==> src/rtl/pc_sequencer_if.sv <==
// Fetch handshake, redirect controls and PC status between the sequencer and its neighbours.
// master = sequencer side; slave = instruction memory plus decode/execute datapath side.
interface pc_sequencer_if;
    logic        imem_req;
    logic [31:0] imem_addr;
    logic        imem_ack;
    logic        instr_valid;
    logic        stall;
    logic        branch_taken;
    logic [31:0] branch_target;
    logic        jump;
    logic [31:0] jump_target;
    logic        halt;
    logic        resume;
    logic [31:0] pc;
    logic [31:0] pc_plus4;
    logic        misaligned;
    logic [31:0] retired;

    modport master (
        output imem_req, imem_addr, instr_valid, pc, pc_plus4, misaligned, retired,
        input  imem_ack, stall, branch_taken, branch_target, jump, jump_target, halt, resume
    );

    modport slave (
        input  imem_req, imem_addr, instr_valid, pc, pc_plus4, misaligned, retired,
        output imem_ack, stall, branch_taken, branch_target, jump, jump_target, halt, resume
    );
endinterface

==> src/rtl/pc_sequencer.sv <==
// PC owner: FETCH/EXEC/HALT sequencing with jump > branch > pc+4 selection and a sticky misalignment trap.
// Two cycles per instruction minimum; imem_ack low stretches FETCH, stall high stretches EXEC.
module pc_sequencer #(
    parameter logic [31:0] RESET_PC = 32'h0000_0000
) (
    input  logic              clk,
    input  logic              reset,
    pc_sequencer_if.master    bus
);

    typedef enum logic [1:0] {
        FETCH = 2'd0,
        EXEC  = 2'd1,
        HALT  = 2'd2
    } state_t;

    state_t      state_q, state_d;
    logic [31:0] pc_q, pc_d;
    logic        misaligned_q, misaligned_d;
    logic [31:0] retired_q, retired_d;
    logic [31:0] pc_plus4;
    logic [31:0] next_pc;

    assign pc_plus4 = pc_q + 32'd4;

    always_comb begin
        if (bus.jump) begin
            next_pc = bus.jump_target;
        end else if (bus.branch_taken) begin
            next_pc = bus.branch_target;
        end else begin
            next_pc = pc_plus4;
        end
    end

    always_comb begin
        state_d      = state_q;
        pc_d         = pc_q;
        misaligned_d = misaligned_q;
        retired_d    = retired_q;
        case (state_q)
            FETCH: begin
                if (bus.imem_ack) begin
                    state_d = EXEC;
                end
            end
            EXEC: begin
                if (!bus.stall) begin
                    // A misaligned target traps before anything commits, even with halt set.
                    if (next_pc[1:0] != 2'b00) begin
                        misaligned_d = 1'b1;
                        state_d      = HALT;
                    end else begin
                        pc_d      = next_pc;
                        retired_d = retired_q + 32'd1;
                        state_d   = bus.halt ? HALT : FETCH;
                    end
                end
            end
            HALT: begin
                if (bus.resume && !misaligned_q) begin
                    state_d = FETCH;
                end
            end
            default: begin
                state_d = FETCH;
            end
        endcase
    end

    always_ff @(posedge clk) begin
        if (reset) begin
            state_q      <= FETCH;
            pc_q         <= RESET_PC;
            misaligned_q <= 1'b0;
            retired_q    <= 32'd0;
        end else begin
            state_q      <= state_d;
            pc_q         <= pc_d;
            misaligned_q <= misaligned_d;
            retired_q    <= retired_d;
        end
    end

    assign bus.imem_req    = (state_q == FETCH);
    assign bus.instr_valid = (state_q == EXEC);
    assign bus.imem_addr   = pc_q;
    assign bus.pc          = pc_q;
    assign bus.pc_plus4    = pc_plus4;
    assign bus.misaligned  = misaligned_q;
    assign bus.retired     = retired_q;

endmodule

==> src/flat_wrapper.sv <==
// flat-port wrapper written by rule: the top's interface ports become plain ports
module pc_sequencer_flat 
#(
    parameter logic [31:0] RESET_PC = 32'h0000_0000
)
  (clk, reset, bus_imem_req, bus_imem_addr, bus_instr_valid, bus_pc, bus_pc_plus4, bus_misaligned, bus_retired, bus_imem_ack, bus_stall, bus_branch_taken, bus_branch_target, bus_jump, bus_jump_target, bus_halt, bus_resume);
  pc_sequencer_if bus_i ();
  input  logic clk;
  input  logic reset;
  output wire logic [$bits(bus_i.imem_req)-1:0] bus_imem_req;
  output wire logic [$bits(bus_i.imem_addr)-1:0] bus_imem_addr;
  output wire logic [$bits(bus_i.instr_valid)-1:0] bus_instr_valid;
  output wire logic [$bits(bus_i.pc)-1:0] bus_pc;
  output wire logic [$bits(bus_i.pc_plus4)-1:0] bus_pc_plus4;
  output wire logic [$bits(bus_i.misaligned)-1:0] bus_misaligned;
  output wire logic [$bits(bus_i.retired)-1:0] bus_retired;
  input wire logic [$bits(bus_i.imem_ack)-1:0] bus_imem_ack;
  input wire logic [$bits(bus_i.stall)-1:0] bus_stall;
  input wire logic [$bits(bus_i.branch_taken)-1:0] bus_branch_taken;
  input wire logic [$bits(bus_i.branch_target)-1:0] bus_branch_target;
  input wire logic [$bits(bus_i.jump)-1:0] bus_jump;
  input wire logic [$bits(bus_i.jump_target)-1:0] bus_jump_target;
  input wire logic [$bits(bus_i.halt)-1:0] bus_halt;
  input wire logic [$bits(bus_i.resume)-1:0] bus_resume;
  assign bus_imem_req = bus_i.imem_req;
  assign bus_imem_addr = bus_i.imem_addr;
  assign bus_instr_valid = bus_i.instr_valid;
  assign bus_pc = bus_i.pc;
  assign bus_pc_plus4 = bus_i.pc_plus4;
  assign bus_misaligned = bus_i.misaligned;
  assign bus_retired = bus_i.retired;
  assign bus_i.imem_ack = bus_imem_ack;
  assign bus_i.stall = bus_stall;
  assign bus_i.branch_taken = bus_branch_taken;
  assign bus_i.branch_target = bus_branch_target;
  assign bus_i.jump = bus_jump;
  assign bus_i.jump_target = bus_jump_target;
  assign bus_i.halt = bus_halt;
  assign bus_i.resume = bus_resume;
  pc_sequencer #(.RESET_PC(RESET_PC)) u_core (.clk(clk), .reset(reset), .bus(bus_i));
endmodule
==> config.mk <==
export PLATFORM = sky130hd
export DESIGN_NAME = pc_sequencer_flat
export DESIGN_NICKNAME = d
export VERILOG_FILES = /design/src/rtl/pc_sequencer_if.sv /design/src/rtl/pc_sequencer.sv /design/src/flat_wrapper.sv
export SDC_FILE = /design/constraint.sdc
export NUM_CORES = 1
export LEC_CHECK = 0
export ABC_AREA = 1
export CORE_MARGIN = 2
export CORE_UTILIZATION = 47
export DETAILED_ROUTE_END_ITERATION = 7
export MAX_ROUTING_LAYER = met4
export PLACE_DENSITY = 0.87
export SYNTH_ARGS = -nofsm -noshare
export SYNTH_HDL_FRONTEND = slang
export SYNTH_SLANG_ARGS = --single-unit
==> constraint.sdc <==
create_clock -name clk -period 2.4 [get_ports clk]
set_input_delay 0.24 -clock clk [delete_from_list [all_inputs] [get_ports clk]]
set_output_delay 0.24 -clock clk [all_outputs]
set_load 0.01 [all_outputs]
; After elaboration in Yosys (flattened, before gate mapping)
; Index checks and enable logic that the tools add are counted.
[totals]
reg_bits = 67
latchBits = 0
mem_bits_rw = 0
rom_bits = 0
input_bits = 72
memories = 0
[classes]
addsub = 2
multipliers = 0
div_mod_pow = 0
order_cmp = 0
eq_ne = 5
n_shift = 0
muxes = 8
n_bitwise = 2
reduce_logical = 7
[op_table]
columns = operator, n
row1 = $mux W32, 2
row2 = $add A32 B1 Y32 const B, 1
row3 = $add A32 B3 Y32 const B, 1
row4 = $mux W2, 5
row5 = $reduce_and A3 Y1, 3
row6 = $pmux W2 S3, 1
row7 = $ne A2 B1 Y1 const B, 2
row8 = $eq A2 B1 Y1 const B, 1
row9 = $eq A2 B2 Y1 const B, 1
row10 = $logic_not A2 Y1, 1
row11 = $ne A2 B2 Y1 const B, 1
row12 = $not A1 Y1, 2
row13 = $reduce_bool A2 Y1, 1
row14 = $logic_and A1 B1 Y1, 1
row15 = $logic_not A1 Y1, 1

; Depth between registers and ports, before layout
; Gate-level depths: netlist (run 1).
[logic_depth]
depth_word = 7
depth_mapped = 10
mapped_depth_nobuf = 10

; Least setup slack after synthesis (run 1)
; Ideal clock, no wire load.
[synth_path]
path_kind = flip-flop to flip-flop
from = register u_core.retired_q[0] (netlist: u_core.bus.retired[0])
to = register u_core.retired_q[18] (netlist: u_core.bus.retired[18])
arrival_time_ps = 1506
required_ps = 2285
slack_ps = 779
path_stages_with_launch = 10
path_buffers = 0
synth_period_minus_slack_ps = 1621
cell_sequence = dfxtp_1 ha_1 nand3_1 nor2_4 and2_1 nand3_1 nor2_1 nand3_1 nand2_1 nor2_1
[synth_between]
elab_chain_cells = 1
[synth_lines]
columns = element, line
row1 = from (decl), pc_sequencer.sv:20  ; logic [31:0] retired_q, retired_d;
row2 = from (signal assigned), pc_sequencer.sv:81  ; retired_q <= retired_d;
row3 = $add A32 B1 Y32, pc_sequencer.sv:55  ; retired_d = retired_q + 32'd1;
; No other way between the ends.
; A chain may end at the register's enable or synchronous reset.

; Worst setup path in the final report (run 1)
[layout_path]
from = register u_core.pc_q[24] (netlist: u_core.bus.imem_addr[24])
to = output bus_pc_plus4[27]
[layout_between]
elab_chain_cells = 1
[layout_lines]
columns = element, line
row1 = from (decl), pc_sequencer.sv:18  ; logic [31:0] pc_q, pc_d;
row2 = from (signal assigned), pc_sequencer.sv:79  ; pc_q <= pc_d;
row3 = $add A32 B3 Y32, pc_sequencer.sv:24  ; assign pc_plus4 = pc_q + 32'd4;
row4 = to (decl), flat_wrapper.sv:14  ; output wire logic [$bits(bus_i.pc_plus4)-1:0] bus_pc_plus4;
; No other way between the ends.

==> flow_metrics.tcl, run 1 <==
set metrics [dict create \
    p_per_area_nw_per_um2 369 \
    rsz0062_at_grt "true" \
    min-delay-path-class "in2reg" \
    die_w_um 107 \
    syn_area_um2 4940 \
    worst_slack_ns 0.0651 \
    slowest_stage "clkdlybuf4s50_1" \
    dp_hpwl_um 12700 \
    clock_skew_ns 0.0130 \
    drive_above_1_share_pct 9.27 \
    grt_pass1_vias 5366 \
    firstDrtPassIters 5 \
    vias 6117 \
    hold_viol 0 \
    wirelength_um 17500 \
    postPlaceCellArea_um2 6860 \
    grt_overflow_total 0 \
    synthCells 851 \
    fillers 910 \
    postCtsHoldBufs 0 \
    worst_setup_path_end_kind "primary output" \
    cpPeakStageDelay_ns 0.55 \
    post_drt_wl_per_cell_um 15.0 \
    numClockSinks 67 \
    syn-num-nets 925 \
    grt_max_degree 52 \
    grt_pass1_wl_um 27100 \
    drtIter0Drc 456 \
    grt_use_total_pct 30.6 \
    clockBufferDepth 2 \
    design_area_um2 7240 \
    p_leak_nw 2.83 \
    arrival_ns 2.09 \
    post-place-ws_ns 0.129 \
    gp_congestion 0.923 \
    die_h_um 107 \
    ys_warn_count 0 \
    timing.fmax_ghz 0.428 \
    ant_nets 0 \
    tritoncts "done" \
    nets 1094 \
    critPathMaxFanout 7 \
    cp-start-kind "register" \
    viasPerCell 5.27 \
    max-cap-violations 0 \
    worst_slew_pin_slew_ns 0.555 \
    core_region_area_um2 10300 \
    crit_type "reg2out" \
    n_antenna_cell 0 \
    h-tree-depth 3 \
    setup_violations 0 \
    cp_common_cell "nand2_1" \
    outcome "finished, final reports clean" \
    slew_headroom_pct 63.0 \
    rows 37 \
    cp_cell_sequence "nand2_1 -> nor2_1 -> nand2_1 -> nor2_2 -> nand3_1 -> nand2_1 -> clkdlybuf4s50_1" \
    numCtsBuffers 9 \
    insertion_delay_ns 0.35 \
    min_period_ns 2.33 \
    period_share_pct 97.3 \
    area_growth_pct 46.7 \
    grt_antenna_before_repair 0 \
    drv_slew 0 \
    port_buffers 202 \
    ys_seq_area_share_pct 27.2 \
    ios 203 \
    cts-root-buf "clkbuf_8" \
    p_total_mw 2.67 \
    yosys_register_bits 67 \
    start_util_pct 48.1 \
    path_clk_slew_ns 0.08 \
    fin_util_pct 70.5 \
    setup_tns_ns 0 \
    syn_avg_cell_area_um2 5.80 \
    cp.required_ns 2.16 \
    route.detailed.drc 0 \
    die_area_um2 11300 \
    ir_worst_vdd_mv 0.250 \
    synth_cell_types 34 \
]
per-layer routing:
layer / vias up / wire length [um] / GRT usage, %
li1: 3019 / - / -
met1: 2757 / 7330 / 38.9
met2: 306 / 8290 / 50.0
met3: 35 / 1500 / 5.95
met4: 0 / 347 / 8.35
met5: - / 0 / -
critical path, delay by kind of cell (launching register included):
kind                   cells  cell delay [ns]
AND/OR/NAND/NOR            6             0.66
buffers and inverters      1             0.55
flip-flops                 1             0.52
through the flow:
stage                     hold WS [ns]  cells
after floorplan                  0.384    851
final                            0.383   1161
after global placement           0.468   1140
after detailed placement         0.480   1140
after global routing             0.431   1161
after CTS                        0.374   1159
cell usage in the layout, fill, tap and decap left out, types with 2 or more instances in the layout:
cell	count
nor2_1	131
inv_1	54
nand2_4	2
buf_12	2
xor2_2	2
clkdlybuf4s50_1	187
dfxtp_4	2
nand2_1	271
nand3_1	36
clkinv_2	3
nand3b_1	17
o21ai_1	10
dfxtp_1	51
o21ai_0	43
xor2_1	10
dlygate4sd2_1	7
clkbuf_8	10
nor3_1	3
nor3_2	2
and2_1	3
and3_1	2
dfxtp_2	14
nand2_2	4
a21oi_1	88
nor2_4	10
or2_1	2
inv_2	2
buf_4	19
dlymetal6s2s_1	7
nor2_2	15
cell usage after synthesis:
library cell / count / area (um^2)
nand3_4: 1 / 17.5
and3_1: 2 / 12.5
o21ai_1: 9 / 45.0
clkbuf_1: 16 / 60.1
o211ai_1: 1 / 7.51
and2_1: 3 / 18.8
nor3_1: 3 / 15.0
nor3_2: 2 / 20.0
nor3b_1: 1 / 7.51
a211oi_1: 1 / 7.51
nand2_1: 274 / 1030
nand3_2: 1 / 10.0
xnor2_1: 1 / 8.76
a31oi_1: 1 / 6.26
inv_1: 54 / 203
o21ai_0: 44 / 220
buf_4: 37 / 278
nor2_2: 3 / 18.8
nand2_2: 3 / 18.8
buf_6: 2 / 22.5
or2_1: 2 / 12.5
buf_2: 10 / 50.1
a211oi_2: 1 / 12.5
ha_1: 2 / 25.0
nor2_1: 150 / 563
xor2_1: 12 / 105
dfxtp_1: 67 / 1340
o21a_1: 1 / 7.51
nor2_4: 3 / 33.8
nand3b_1: 17 / 128
nand3_1: 36 / 180
or2_2: 1 / 6.26
a21oi_1: 88 / 440
inv_2: 2 / 7.51
cell families (layout without fill, tap and decap cells):
logic type | count (synthesis) | in the layout | share of synthesized area, %
and+or+nand+nor | 502 | 502 | 42.3
xor gates and xnor gates | 13 | 13 | 2.31
DFF | 67 | 67 | 27.2
buffers and inverters | 121 | 295 | 12.6
AOI/OAI and AO/OA | 146 | 146 | 15.1
adders and majority gates | 2 | 2 | 0.507
state kept, by name, indices dropped and copies added (netlist names):
name,flops
u_core.bus.misaligned,1
u_core.state_q,2
u_core.bus.imem_addr,32
u_core.bus.retired,32
final cells by class:
cell class	count	area (um^2)	share of cell area [%]
clock inverter	5	52.6	0.726
tap	136	170	2.35
timing repair buffer	223	2210	30.5
multi-input combinational	663	3090	42.7
inverter	56	210	2.90
sequential	67	1370	18.9
clock buffer	11	141	1.95
where the power goes:
| part | switching [mW] | total (mW) | internal [mW] |
|---|---|---|---|
| clock | 0.474 | 0.978 | 0.504 |
| combinational | 0.240 | 0.520 | 0.280 |
| sequential | 0.0397 | 1.18 | 1.14 |
repair_timing:
| item | in CTS | in global routing |
|---|---|---|
| endpoints found under the setup margin | 23 | 19 |
| setup buffers | 3 | 2 |
| gates resized for setup | 32 | 35 |
| hold endpoints to repair | 0 | 0 |
| cloned | 0 | 0 |
| pin swaps | 2 | 5 |
path summary, 6_finish.rpt:
path	depth (start not counted)	endpoint	slack [ns]	from
worst max-delay path	7	bus_pc_plus4[27]	0.07	u_core.bus.imem_addr[24]
worst min-delay path	6	u_core.bus.imem_addr[10]	0.38	bus_jump
worst max register to register	9	u_core.bus.retired[18]	0.48	u_core.bus.retired[1]
worst min register to register	2	u_core.bus.misaligned	0.49	u_core.bus.misaligned
Power figures use the tool's default switching activity.
==> run 2: changes to the inputs <==
--- a/config.mk
+++ b/config.mk
@@ -6,7 +6,6 @@
 export NUM_CORES = 1
 export LEC_CHECK = 0
 export ABC_AREA = 1
-export CORE_MARGIN = 2
 export CORE_UTILIZATION = 47
 export DETAILED_ROUTE_END_ITERATION = 7
 export MAX_ROUTING_LAYER = met4
==> flow_metrics.tcl, run 2 (synthesized netlist as in run 1, its figures left out) <==
set metrics [dict create \
    outcome "finished, final reports clean" \
    fin_util_pct 70.4 \
    critPathCapture "bus_pc_plus4[16]" \
    nets 1096 \
    worstPathBufferInverterCount 1 \
    final_cell_mix "273 x nand2_1, 186 x clkdlybuf4s50_1, 131 x nor2_1" \
    firstDrtPassIters 5 \
    final_common_cell "nand2_1" \
    numClockSinks 67 \
    rows 37 \
    min_period_ns 2.38 \
    h-tree-depth 3 \
    clockBufferDepth 2 \
    critPathMaxFanout 4 \
    cp-start-kind "register" \
    crit_type "reg2out" \
    gp_congestion 0.941 \
    postCtsHoldBufs 0 \
    min-delay-path-class "in2reg" \
    die_area_um2 10900 \
    timing.fmax_ghz 0.420 \
    grt_antenna_before_repair 1 \
    drv_slew 0 \
    seqCellArea_um2 1370 \
    core_region_area_um2 10300 \
    combPwrFrac_pct 20.3 \
    grt_pass1_wl_um 26800 \
    port_buffers 202 \
    rsz0062_at_grt "true" \
    area_growth_pct 46.5 \
    grt_overflow_total 0 \
    critical_path.top_delay_family "simple AND/OR/NAND/NOR gates" \
    arrival_ns 2.14 \
    slowest_stage "clkdlybuf4s50_1" \
    slew_headroom_pct 63.8 \
    critical_path.startpoint "u_core.bus.imem_addr[2]" \
    viasPerCell 5.18 \
    ios 203 \
    cp_common_cell "nand2_1" \
    r2r_end "u_core.bus.retired[18]" \
    multi_input_area_um2 3090 \
    tritoncts "done" \
    die_w_um 105 \
    die_h_um 105 \
    grt_max_degree 55 \
    internal_power_mw 1.82 \
    r2r_start "u_core.bus.retired[1]" \
    worst_slew_pin_slew_ns 0.542 \
    clock_skew_ns 0.0170 \
    clkPwrFrac_pct 33.7 \
    p_leak_nw 2.90 \
    cpPeakStageDelay_ns 0.53 \
    switching_share_pct 28.7 \
    period_share_pct 99.3 \
    grt_use_total_pct 31.4 \
    numCtsBuffers 9 \
    max-cap-violations 0 \
    hold_viol 0 \
    drtIter0Drc 426 \
    netSwitchingPower_uw 732 \
    cp_num_cells 8 \
    p_per_area_nw_per_um2 353 \
    wirelength_um 16700 \
    ir_worst_vdd_mv 0.271 \
    cp.required_ns 2.16 \
    worst_setup_path_end_kind "primary output" \
    insertion_delay_ns 0.35 \
    grt_pass1_vias 5489 \
    drive_above_1_share_pct 9.06 \
    cp_cell_sequence "ha_2 -> nand2_1 -> nor2_4 -> nand2_1 -> nor2_4 -> nand2_1 -> nand2_1 -> clkdlybuf4s50_1" \
    start_util_pct 48.1 \
    cts-root-buf "clkbuf_8" \
    p_seq_share_pct 46.0 \
    ant_nets 0 \
    rr_worst_depth 9 \
    path_clk_slew_ns 0.07 \
    vias 6034 \
    post_drt_wl_per_cell_um 14.3 \
    fillers 916 \
    route.detailed.drc 0 \
    dp_hpwl_um 12500 \
    p_total_mw 2.55 \
    rrSetupSlack_ns 0.56 \
    setup_violations 0 \
]
==> run 2: tightest hold or removal path, delay by kind of cell <==
family	cells	cell delay (ns)
buffers and inverters	2	0.18
AO/OA/AOI/OAI	2	0.24
==> run 2: power by group through the flow <==
stage | registers, mW | logic [mW] | clock network [mW]
after global routing | 1.18 | 0.562 | 0.932
after global placement | 1.20 | 0.515 | 0
final | 1.17 | 0.518 | 0.859
after floorplan | 1.20 | 0.228 | 0
after detailed placement | 1.20 | 0.518 | 0
after CTS | 1.17 | 0.520 | 0.883
==> run 2: through the flow <==
stage | worst slack, ns | hold WS (ns) | instances | setup TNS (ns) | area [um^2]
finish | 0.0168 | 0.369 | 1164 | 0 | 7240
global route | -0.103 | 0.415 | 1164 | -0.327 | 7240
CTS | -0.00184 | 0.360 | 1160 | -0.00184 | 7120
detailed placement | 0.173 | 0.487 | 1143 | 0 | 6870
global placement | 0.218 | 0.468 | 1143 | 0 | 6870
floorplan | 0.779 | 0.384 | 851 | 0 | 4940
==> run 2: what timing repair did <==
item	CTS	global route
buffers inserted	1	3
resized for setup	29	37
pin swaps	3	5
endpoints found under the setup margin	21	22
==> run 2: worst min-delay path by stage <==
stage,startpoint,to,depth (start not counted)
4_1_cts,bus_jump,u_core.bus.imem_addr[3],4
5_1_grt,bus_jump,u_core.bus.imem_addr[3],4
6_report,bus_jump,u_core.bus.imem_addr[3],4
2_1_floorplan,bus_stall,u_core.state_q[0],2
3_3_place_gp,u_core.bus.misaligned,u_core.bus.misaligned,2
3_5_place_dp,u_core.bus.misaligned,u_core.bus.misaligned,2
==> run 2: metal layers <==
layer | GRT usage, % | vias up | wire length [um]
met3 | 5.51 | 34 | 1300
met1 | 38.8 | 2695 | 7210
met2 | 50.9 | 284 | 7720
met4 | 11.7 | 0 | 450
li1 | - | 3021 | -
met5 | - | - | 0
==> run 2: layout make-up <==
cell class / instances / share of cell area [%]
Clock buffer: 12 / 2.01
Clock inverter: 4 / 0.363
Antenna cell: 1 / 0.0346
Inverter: 56 / 2.90
Timing Repair Buffer: 225 / 30.8
Tap cell: 136 / 2.35
Multi-Input combinational cell: 663 / 42.6
Sequential cell: 67 / 18.9
==> run 3: changes to the inputs <==
--- a/config.mk
+++ b/config.mk
@@ -6,10 +6,11 @@
 export NUM_CORES = 1
 export LEC_CHECK = 0
 export ABC_AREA = 1
-export CORE_UTILIZATION = 47
+export CORE_UTILIZATION = 48
+export CTS_BUF_LIST = sky130_fd_sc_hd__clkbuf_2
 export DETAILED_ROUTE_END_ITERATION = 7
 export MAX_ROUTING_LAYER = met4
-export PLACE_DENSITY = 0.87
+export PLACE_DENSITY = 0.88
 export SYNTH_ARGS = -nofsm -noshare
 export SYNTH_HDL_FRONTEND = slang
 export SYNTH_SLANG_ARGS = --single-unit
==> flow_metrics.tcl, run 3 (synthesized netlist as in run 1, its figures left out) <==
set metrics [dict create \
    cp-start-kind "register" \
    gp_congestion 0.959 \
    area_growth_pct 48.2 \
    h-tree-depth 3 \
    worst_slew_pin_slew_ns 0.558 \
    drive_above_1_share_pct 12.3 \
    grt_antenna_before_repair 0 \
    hold_depth 6 \
    post_drt_wl_per_cell_um 15.2 \
    rrSetupSlack_ns 0.59 \
    critPathMaxFanout 6 \
    ios 203 \
    tritoncts "done" \
    start_util_pct 50.1 \
    ir_worst_vdd_mv 0.227 \
    cts-root-buf "clkbuf_2" \
    rr_worst_depth 9 \
    vias 6230 \
    min_period_ns 2.34 \
    clkPwrFrac_pct 30.8 \
    r2r_end "u_core.bus.retired[18]" \
    drtIter0Drc 410 \
    grt_pass1_wl_um 26900 \
    arrival_ns 2.10 \
    firstDrtPassIters 5 \
    cp_cell_sequence "ha_4 -> nand2_2 -> nor2_4 -> nand2_4 -> buf_4 -> xor2_1 -> dlygate4sd2_1" \
    clock_skew_ns 0.0230 \
    path_clk_slew_ns 0.20 \
    p_seq_share_pct 47.8 \
    whs_endpoint "u_core.bus.imem_addr[9]" \
    viasPerCell 5.31 \
    n_antenna_cell 0 \
    final_common_cell "nand2_1" \
    hp-start "bus_jump" \
    internal_power_mw 1.74 \
    slowest_stage "dfxtp_2" \
    cp.required_ns 2.16 \
    grt_overflow_total 0 \
    outcome "finished, final reports clean" \
    postCtsHoldBufs 0 \
    port_buffers 202 \
    core_region_area_um2 9860 \
    drv_slew 0 \
    setup_violations 0 \
    ant_nets 0 \
    rows 36 \
    insertion_delay_ns 0.52 \
    slew_headroom_pct 62.8 \
    wirelength_um 17900 \
    switching_share_pct 28.8 \
    die_h_um 103 \
    p_per_area_nw_per_um2 334 \
    die_w_um 103 \
    setup_tns_ns 0 \
    grt_max_degree 52 \
    numCtsBuffers 9 \
    period_share_pct 97.6 \
    p_leak_nw 2.88 \
    final_cell_mix "268 x nand2_1, 175 x clkdlybuf4s50_1, 131 x nor2_1" \
    dp_hpwl_um 12600 \
    grt_use_total_pct 33.7 \
    hold_viol 0 \
    min-delay-path-class "in2reg" \
    crit_type "reg2out" \
    timing.fmax_ghz 0.427 \
    worst_setup_path_end_kind "primary output" \
    cpPeakStageDelay_ns 0.41 \
    grt_pass1_vias 5541 \
    clockBufferDepth 2 \
    route.detailed.drc 0 \
    numClockSinks 67 \
    nets 1112 \
    combPwrFrac_pct 21.4 \
    max-cap-violations 0 \
    die_area_um2 10700 \
    p_total_mw 2.45 \
    netSwitchingPower_uw 705 \
    r2r_start "u_core.bus.retired[0]" \
]
-- run 3: worst max-delay path by stage --
stage | startpoint | endpoint | slack [ns] | depth (start not counted)
6_report | u_core.bus.imem_addr[2] | bus_pc_plus4[10] | 0.06 | 7
5_1_grt | u_core.bus.imem_addr[2] | bus_pc_plus4[15] | -0.05 | 7
4_1_cts | u_core.bus.imem_addr[3] | bus_pc_plus4[24] | -0.11 | 8
3_5_place_dp | u_core.bus.imem_addr[2] | bus_pc_plus4[24] | 0.19 | 8
3_3_place_gp | u_core.bus.imem_addr[2] | bus_pc_plus4[24] | 0.24 | 8
2_1_floorplan | u_core.bus.retired[0] | u_core.bus.retired[18] | 0.78 | 9
-- run 3: what timing repair did --
action	4_1_cts	5_1_grt
gates resized for setup	85	43
pin swaps	9	5
endpoints found under the setup margin	26	18
buffers inserted	14	8
-- run 3: stage by stage --
step | instance area, um^2 | instances | hold WS, ns | setup slack [ns] | utilization (%)
final | 7320 | 1174 | 0.165 | 0.0566 | 74.2
after global routing | 7320 | 1174 | 0.199 | -0.0496 | 74.2
after detailed placement | 6850 | 1138 | 0.479 | 0.190 | 69.5
after global placement | 6850 | 1138 | 0.475 | 0.237 | 69.5
after CTS | 7210 | 1166 | 0.172 | -0.105 | 73.1
after floorplan | 4940 | 851 | 0.384 | 0.779 | -
-- run 3: cell type report --
class	count	area (um^2)
Multi-Input combinational cell	663	3140
Fill cell	802	2550
Timing Repair Buffer	241	2290
Sequential cell	67	1400
Inverter	56	210
Tap cell	133	166
Clock inverter	4	67.6
Clock buffer	10	50.0
-- run 3: critical path: cells and delay by family, from the launching register on --
| kind | cells | cell delay [ns] |
|---|---|---|
| and+or+nand+nor | 3 | 0.32 |
| DFF | 1 | 0.41 |
| buffers and inverters | 2 | 0.47 |
| adders and majority gates | 1 | 0.16 |
| xor gates and xnor gates | 1 | 0.20 |
-- run 3: layer usage --
layer	vias to the layer above	wire, um	track usage (%)
met5	-	0	-
met4	0	581	12.6
met3	58	1680	6.72
met2	318	8420	56.3
met1	2807	7200	39.9
li1	3047	-	-
-- run 3: power groups by stage --
stage / clock [mW] / sequential (mW) / combinational [mW]
after floorplan: 0 / 1.20 / 0.228
after global placement: 0 / 1.20 / 0.511
after detailed placement: 0 / 1.20 / 0.514
after CTS: 0.754 / 1.17 / 0.517
after global routing: 0.797 / 1.17 / 0.564
final: 0.754 / 1.17 / 0.523
